$ cat src/rtl/uv_sram_sp_arb_pkg.sv
// Shared definitions for the single-port SRAM arbiter: response-slot states
// and port index constants.
package uv_sram_sp_arb_pkg;

   typedef enum logic [1:0] {
      SLOT_EMPTY = 2'd0,
      SLOT_PEND  = 2'd1,
      SLOT_FULL  = 2'd2
   } slot_t;

   localparam int PORT0 = 0;
   localparam int PORT1 = 1;
   localparam int NPORT = 2;

endpackage

$ cat src/rtl/uv_rr_arb2.sv
// Two-input round-robin arbiter with a one-hot grant; the priority pointer
// moves away from the granted port only when a grant is taken.
module uv_rr_arb2 (
   input  logic       clk,
   input  logic       rst_n,
   input  logic [1:0] i_req,
   input  logic       i_advance,
   output logic [1:0] o_gnt
);

   logic r_prio;

   // Contention resolves toward r_prio; a lone request wins outright.
   always_comb begin
      o_gnt = i_req;
      if (i_req == 2'b11) begin
         o_gnt = r_prio ? 2'b10 : 2'b01;
      end
   end

   always_ff @(posedge clk or negedge rst_n) begin
      if (!rst_n) begin
         r_prio <= 1'b0;
      end else if (i_advance) begin
         r_prio <= o_gnt[0];
      end
   end

endmodule

$ cat src/rtl/uv_sram_sp_arb.sv
// Two-port round-robin sequencer in front of one single-port SRAM with a
// one-cycle read latency; each port owns a response slot so stalls lose nothing.
module uv_sram_sp_arb
   import uv_sram_sp_arb_pkg::*;
#(
   parameter int RAM_AW = 8,
   parameter int RAM_DW = 32,
   parameter int RAM_MW = RAM_DW / 8
) (
   input  logic              clk,
   input  logic              rst_n,

   input  logic              p0_req_vld,
   output logic              p0_req_rdy,
   input  logic              p0_req_we,
   input  logic [RAM_AW-1:0] p0_req_addr,
   input  logic [RAM_DW-1:0] p0_req_data,
   input  logic [RAM_MW-1:0] p0_req_mask,
   output logic              p0_rsp_vld,
   input  logic              p0_rsp_rdy,
   output logic [RAM_DW-1:0] p0_rsp_data,

   input  logic              p1_req_vld,
   output logic              p1_req_rdy,
   input  logic              p1_req_we,
   input  logic [RAM_AW-1:0] p1_req_addr,
   input  logic [RAM_DW-1:0] p1_req_data,
   input  logic [RAM_MW-1:0] p1_req_mask,
   output logic              p1_rsp_vld,
   input  logic              p1_rsp_rdy,
   output logic [RAM_DW-1:0] p1_rsp_data,

   output logic              ram_ce,
   output logic              ram_we,
   output logic [RAM_AW-1:0] ram_a,
   output logic [RAM_DW-1:0] ram_d,
   output logic [RAM_MW-1:0] ram_m,
   input  logic [RAM_DW-1:0] ram_q
);

   logic [NPORT-1:0]  w_reqVld;
   logic [NPORT-1:0]  w_reqWe;
   logic [NPORT-1:0]  w_rspRdy;
   logic [NPORT-1:0]  w_rspVld;
   logic [NPORT-1:0]  w_elig;
   logic [NPORT-1:0]  w_arbReq;
   logic [NPORT-1:0]  w_gnt;
   logic [RAM_DW-1:0] w_rspData [NPORT];

   assign w_reqVld = {p1_req_vld, p0_req_vld};
   assign w_reqWe  = {p1_req_we,  p0_req_we};
   assign w_rspRdy = {p1_rsp_rdy, p0_rsp_rdy};

   // Holding reset low must keep the SRAM idle even if requesters keep vld high.
   assign w_arbReq = w_elig & {NPORT{rst_n}};

   uv_rr_arb2 u_arb (
      .clk       (clk),
      .rst_n     (rst_n),
      .i_req     (w_arbReq),
      .i_advance (|w_gnt),
      .o_gnt     (w_gnt)
   );

   for (genvar gi = 0; gi < NPORT; gi++) begin : g_slot
      slot_t             r_state;
      slot_t             w_stateNxt;
      logic              r_isRd;
      logic              w_isRdNxt;
      logic [RAM_DW-1:0] r_buf;
      logic [RAM_DW-1:0] w_bufNxt;

      always_ff @(posedge clk or negedge rst_n) begin
         if (!rst_n) begin
            r_state <= SLOT_EMPTY;
            r_isRd  <= 1'b0;
            r_buf   <= '0;
         end else begin
            r_state <= w_stateNxt;
            r_isRd  <= w_isRdNxt;
            r_buf   <= w_bufNxt;
         end
      end

      // A fresh grant overrides the drain path; the grant itself already
      // implies the previous response is being consumed this cycle.
      always_comb begin
         w_stateNxt = r_state;
         w_isRdNxt  = r_isRd;
         w_bufNxt   = r_buf;
         case (r_state)
            SLOT_PEND: begin
               if (w_rspRdy[gi]) begin
                  w_stateNxt = SLOT_EMPTY;
               end else begin
                  w_stateNxt = SLOT_FULL;
                  w_bufNxt   = r_isRd ? ram_q : '0;
               end
            end
            SLOT_FULL: begin
               if (w_rspRdy[gi]) begin
                  w_stateNxt = SLOT_EMPTY;
               end
            end
            default: w_stateNxt = SLOT_EMPTY;
         endcase
         if (w_gnt[gi]) begin
            w_stateNxt = SLOT_PEND;
            w_isRdNxt  = !w_reqWe[gi];
         end
      end

      assign w_elig[gi]    = w_reqVld[gi] & ((r_state == SLOT_EMPTY) | w_rspRdy[gi]);
      assign w_rspVld[gi]  = (r_state == SLOT_PEND) | (r_state == SLOT_FULL);
      assign w_rspData[gi] = (r_state == SLOT_FULL) ? r_buf :
                             ((r_state == SLOT_PEND) && r_isRd) ? ram_q : '0;
   end

   assign p0_req_rdy  = w_gnt[PORT0];
   assign p1_req_rdy  = w_gnt[PORT1];
   assign p0_rsp_vld  = w_rspVld[PORT0];
   assign p1_rsp_vld  = w_rspVld[PORT1];
   assign p0_rsp_data = w_rspData[PORT0];
   assign p1_rsp_data = w_rspData[PORT1];

   always_comb begin
      ram_ce = |w_gnt;
      ram_we = 1'b0;
      ram_a  = p0_req_addr;
      ram_d  = p0_req_data;
      ram_m  = p0_req_mask;
      if (w_gnt[PORT1]) begin
         ram_we = p1_req_we;
         ram_a  = p1_req_addr;
         ram_d  = p1_req_data;
         ram_m  = p1_req_mask;
      end else if (w_gnt[PORT0]) begin
         ram_we = p0_req_we;
      end
   end

endmodule

$ cat config.mk
export PLATFORM = sky130hd
export DESIGN_NAME = uv_sram_sp_arb
export DESIGN_NICKNAME = d
export VERILOG_FILES = /design/src/rtl/uv_sram_sp_arb_pkg.sv /design/src/rtl/uv_rr_arb2.sv /design/src/rtl/uv_sram_sp_arb.sv
export SDC_FILE = /design/constraint.sdc
export NUM_CORES = 1
export LEC_CHECK = 0
export CAP_MARGIN = 5
export CORE_MARGIN = 1
export CORE_UTILIZATION = 29
export DETAILED_ROUTE_END_ITERATION = 7
export DONT_BUFFER_PORTS = 1
export PLACE_DENSITY_LB_ADDON = 0.05
export RECOVER_POWER = 100
export SLEW_MARGIN = 20
export SYNTH_ARGS = -nofsm -noshare
export SYNTH_HDL_FRONTEND = slang
export SYNTH_SLANG_ARGS = --single-unit
$ cat constraint.sdc
create_clock -name clk -period 3.4 [get_ports clk]
set_input_delay 0.68 -clock clk [delete_from_list [all_inputs] [get_ports clk]]
set_output_delay 0.68 -clock clk [all_outputs]
set_load 0.1 [all_outputs]
=== Word level (Yosys, flattened, before mapping) ===
Index checks and enable logic that the tools add are counted.

* Equality and inequality tests: 7
* Bitwise gates (word level): 9
* Reductions and logical operators: 9
* Mux-type cells: 21

{| class="wikitable"
|+ Operators by type and width
! cell !! count
|-
| $mux 32 || 7
|-
| $mux 2 || 8
|-
| $mux 8 || 1
|-
| $pmux 2 s2 || 2
|-
| $eq 2x2->1 const B || 3
|-
| $ne 3x2->1 const B || 2
|-
| $eq 2x1->1 const B || 2
|-
| $logic_not 2->1 || 2
|-
| $mux 4 || 1
|-
| $or 1x1->1 || 4
|-
| $reduce_and 2->1 || 2
|-
| $and 1x1->1 || 2
|-
| $and 2x2->2 || 1
|-
| $logic_and 1x1->1 || 2
|-
| $logic_not 1->1 || 2
|-
| $mux 1 || 2
|-
| $not 1->1 || 2
|-
| $reduce_or 2->1 || 1
|}

* Output and inout bits: 114
* Input bits: 128
* Word-level logic and storage cells: 53
* Register bits: 71

=== Longest topological paths before layout ===
* Depth after elaboration: 8
* Gate-level depth with buffers: 7
* Gate-level depth less buffers: 6

=== By module ===
A second synthesis with hierarchy kept.

* Cells, all modules: 581
* Area, all modules: 4849.7 sq um

{| class="wikitable"
|+ By module, submodules not included
! module !! sequential area each (sq um) !! instances !! cells an instance !! area an instance (sq um)
|-
| uv_sram_sp_arb || 1751.7 || 1 || 576 || 4787.1
|-
| uv_rr_arb2 || 25.0 || 1 || 5 || 62.6
|}

=== Least setup slack after synthesis ===
OpenSTA, ideal clock, no wires.

* Path kind: input-to-output
* From: in p1_rsp_rdy
* To: out ram_we
* Arrival time: 3.451 ns
* Required time: 2.720 ns
* Cell stages on the path: 3
* Setup slack: -0.731 ns
* Path buffers: 0
* Path through: o21a_1 -> a21oi_1 -> a22o_1

* Cells in the longest elaborated chain, start to end: 7

{| class="wikitable"
|+ RTL lines
! item !! RTL line !! source
|-
| from (decl) || uv_sram_sp_arb.sv:30 || <nowiki>input logic p1_rsp_rdy,</nowiki>
|-
| $or 1x1->1 || uv_sram_sp_arb.sv:113 || <nowiki>assign w_elig[gi] = w_reqVld[gi] & ((r_state == SLOT_EMPTY) | w_rspRdy[gi]);</nowiki>
|-
| $and 1x1->1 || uv_sram_sp_arb.sv:113 ||
|-
| $and 2x2->2 || uv_sram_sp_arb.sv:55 || <nowiki>assign w_arbReq = w_elig & {NPORT{rst_n}};</nowiki>
|-
| $eq 2x2->1 || uv_rr_arb2.sv:16 || <nowiki>if (i_req == 2'b11) begin</nowiki>
|-
| $mux 2 || uv_rr_arb2.sv:16 ||
|-
| net p0_req_rdy || uv_sram_sp_arb.sv:14 || <nowiki>output logic p0_req_rdy,</nowiki>
|-
| $mux 1 || uv_sram_sp_arb.sv:137 || <nowiki>end else if (w_gnt[PORT0]) begin</nowiki>
|-
| $mux 1 || uv_sram_sp_arb.sv:132 || <nowiki>if (w_gnt[PORT1]) begin</nowiki>
|-
| to (decl) || uv_sram_sp_arb.sv:34 || <nowiki>output logic ram_we,</nowiki>
|}

The timed path passes the listed nets, and every way through them passes these cells.

=== Worst setup path after layout ===
* From: reg g_slot[0].r_state[1]
* To: out p0_rsp_data[6]

* Cells in the longest elaborated chain, start to end: 4
* Elaborated cells on any way between the ends: 5
* Those cells by class: 2 x eq/ne; 2 x mux; 1 x reduce/logical

{| class="wikitable"
|+ RTL lines
! item !! RTL line !! source
|-
| from (decl) || uv_sram_sp_arb.sv:66 || <nowiki>slot_t r_state;</nowiki>
|-
| from (signal assigned) || uv_sram_sp_arb.sv:79 || <nowiki>r_state <= w_stateNxt;</nowiki>
|-
| $eq 2x1->1 || uv_sram_sp_arb.sv:116 || <nowiki>((r_state == SLOT_PEND) && r_isRd) ? ram_q : '0;</nowiki>
|-
| $logic_and 1x1->1 || uv_sram_sp_arb.sv:116 ||
|-
| $mux 32 || uv_sram_sp_arb.sv:116 ||
|-
| $mux 32 * || uv_sram_sp_arb.sv:115 || <nowiki>assign w_rspData[gi] = (r_state == SLOT_FULL) ? r_buf :</nowiki>
|-
| to (decl) || uv_sram_sp_arb.sv:21 || <nowiki>output logic [RAM_DW-1:0] p0_rsp_data,</nowiki>
|}

Every way passes the cells marked *; elsewhere a longest branch is shown, timed or not.

==> reports/metrics.cfg <==
[finish]
area_delta_synth_final_pct = 19.6
multi_input_area_mm2 = 0.00211
final_layout_size_suffix_gt1_share_pct = 31.5
stdcell_count = 618
nFillCells = 1408
nNetsFinal = 567
num_antenna_cells = 0
ff_latch_area_mm2 = 0.00178
stdcell_area_mm2 = 0.00491

[floorplan]
initial_core_util_pct = 29.7
rows = 43
num_io_pins = 242
chipHeight_um = 121
core_area_mm2 = 0.0138
fp.dieArea_mm2 = 0.0146
die_w_um = 121

[worst_setup_path]
r2r_end = g_slot[0].r_buf[3]
r2r-start = g_slot[0].r_state[1]
critPathRequiredTime_ns = 2.72
critPathKind = reg2out
cp-endpoint = p0_rsp_data[6]
crit_fanout = 17
crit_path_end_kind = output pin
ff2ff_setup_slack_ns = 0.76
cp-start-kind = flip-flop
startpoint = g_slot[0].r_state[1]
cp.arrival_ns = 2.48
r2r_cells = 4

[route]
finalWirelength_um = 12800
drtAntennaViolNets = 0
wl_met3_um = 989
first_pass_iters = 4
first_iter_violations = 178
wl_per_cell_um = 20.7
vias_per_cell = 5.26
drc = 0
vias = 3249
met1_length_um = 5600
top_layer = met4
dr_wl_met2_um = 6080

[logic_synthesis]
synthTopCellsByCount = 97 x a22o_1, 71 x dfrtp_1, 70 x nand2_1
synthCells = 383
synthXorXnorAreaFrac_pct = 0
synth_nets = 517
synth_area_leaders = dfrtp_1 43%, a22o_1 21%, mux2_4 14%, nand2_1 6.4%, o21ai_0 4.1%
synth_top_cell_by_area = dfrtp_1
ys_warn_count = 0
netlist_area_mm2 = 0.00411
synthArstFlopShare_pct = 100
synth_edf_count = 0
synth.most_common_cell = a22o_1
synthSimpleGateAreaFrac_pct = 7.41
synth_top_family_by_area = compound AO/OA/AOI/OAI gates
synth-adder-area-share_pct = 1.83
avgSynthCellArea_um2 = 10.7
ys_seq_area_share_pct = 43.3
synth.top_cell.area_share_pct = 43.3
synth_compound_area_share_pct = 26.0
synthFlopType = dfrtp_1
ys_ff_latch = 71
synth_mux_area_share_pct = 16.6
synth_cell_types = 21

[cts]
numCtsBuffers = 9
root_buffer = clkbuf_16
cts_tree = yes
clkTransAtPathRegs_ns = 0.06
clock_latency_ns = 0.34
cts_max_level = 3
post-cts-setup-buffer-count = 0
cts_max_path_buffers = 2
cts.sinks = 71
cts_hold_buf = 0
cts_resized = 0

[timing]
relSlewSlack_pct = -38.3
max_slew.worst_pin.slew_ns = 2.07
whs_ns = 0.0339
skew_ns = 0.00736
finalSetupViolations = 0
fmax_ghz = 0.316
slew_violations = 98
post-route-period-util_pct = 93.0
setup_tns_ns = 0
min_period_ns = 3.16
rsz0062_at_grt = no
hold_violations = 0

[place]
port_buffers = 0
place_area_mm2 = 0.00521
place_congestion = 0.710
dp_cells = 601
hpwl_um = 8300

[grt]
gr-total-overflow = 0
grt_max_degree = 74
antenna_found_initial = 0
grt_pass1_vias = 3227
grt_pass1_wl_um = 18800
grt_usage_pct = 17.3

[power]
ir_worst_vdd_v = 0.000274
p_per_area_mw_per_mm2 = 706
leakage_nw = 2.36

[hold_path]
hold_class = in2async

[run]
drv_cap = 2

[run_status]
status = finished with violations
failed_checks = max-capacitance violations, max-slew violations

layout by cell type, fill, tap and decap left out, drive strengths merged:
cell type	netlist	final
a22o	97	97
dfrtp	71	71
nand2	70	70
clkbuf	30	55
mux2	44	44
o21ai	34	34
buf	6	31
inv	7	7
ha	6	6
mux2i	4	4
clkinv	0	3
nor2	3	3
o21bai	2	3
nand2b	2	2
nor3	2	2
o211ai	2	2
o21a	1	1
a21oi	1	1
nand3b	1	1
clkinvlp	0	1
critical path, cell delays in order, from the launching register on:
cell,delay (ns)
dfrtp_1,0.40
inv_1,0.09
ha_1,0.19
nand2_1,0.07
nor2_2,0.69
buf_12,0.24
a22o_1,0.14
clkbuf_4,0.32
worst min path at each step:
| stage | endpoint | cells past startpoint | slack, ns |
|---|---|---|---|
| floorplan | g_slot[0].r_buf[0] | 0 | 0.38 |
| global placement | g_slot[1].r_buf[24] | 0 | 0.39 |
| detailed placement | g_slot[1].r_buf[24] | 0 | 0.39 |
| CTS | g_slot[1].r_buf[24] | 0 | 0.02 |
| global route | g_slot[1].r_buf[24] | 0 | 0.01 |
| finish | g_slot[1].r_buf[24] | 0 | 0.03 |
metal layers:
layer,vias to the layer above,global-route usage [%]
met5,-,0
met2,131,27.8
met1,1600,22.1
met4,0,3.32
li1,1510,-
met3,8,6.72
flip-flops by register name, indices dropped and copies added (netlist names):
register and cells:
g_slot.r_buf 64, g_slot.r_isRd 2, g_slot.r_state 4, u_arb.r_prio 1
logic make-up after synthesis:
| logic type | Yosys count |
|---|---|
| mux | 48 |
| buf+inv | 43 |
| compound gates | 137 |
| fa+ha+maj | 6 |
| simple gates | 78 |
| flops | 71 |
cell type report:
class	count	share of cell area (%)
clock inverters	4	0.459
repair buffers	74	10.4
flip-flops and latches	71	36.2
multi-input cells	270	43.0
inverters	7	0.535
well taps	180	4.59
clock buffers	12	4.82
through the flow:
stage	worst slack [ns]	utilization [%]	power, mW
2_1_floorplan	0.0118	-	2.47
3_3_place_gp	0.495	37.7	2.74
3_5_place_dp	0.436	37.7	2.76
4_1_cts	0.0855	39.6	3.63
5_1_grt	0.0556	35.5	3.64
6_report	0.240	35.5	3.47
report_power, final:
part	leakage [nW]	switching, mW	internal, mW
Combinational	1.31	1.08	0.329
Sequential	0.922	0.133	1.08
Clock	0.126	0.355	0.490
Total	2.36	1.57	1.90
(Power assumes the default switching activity.)
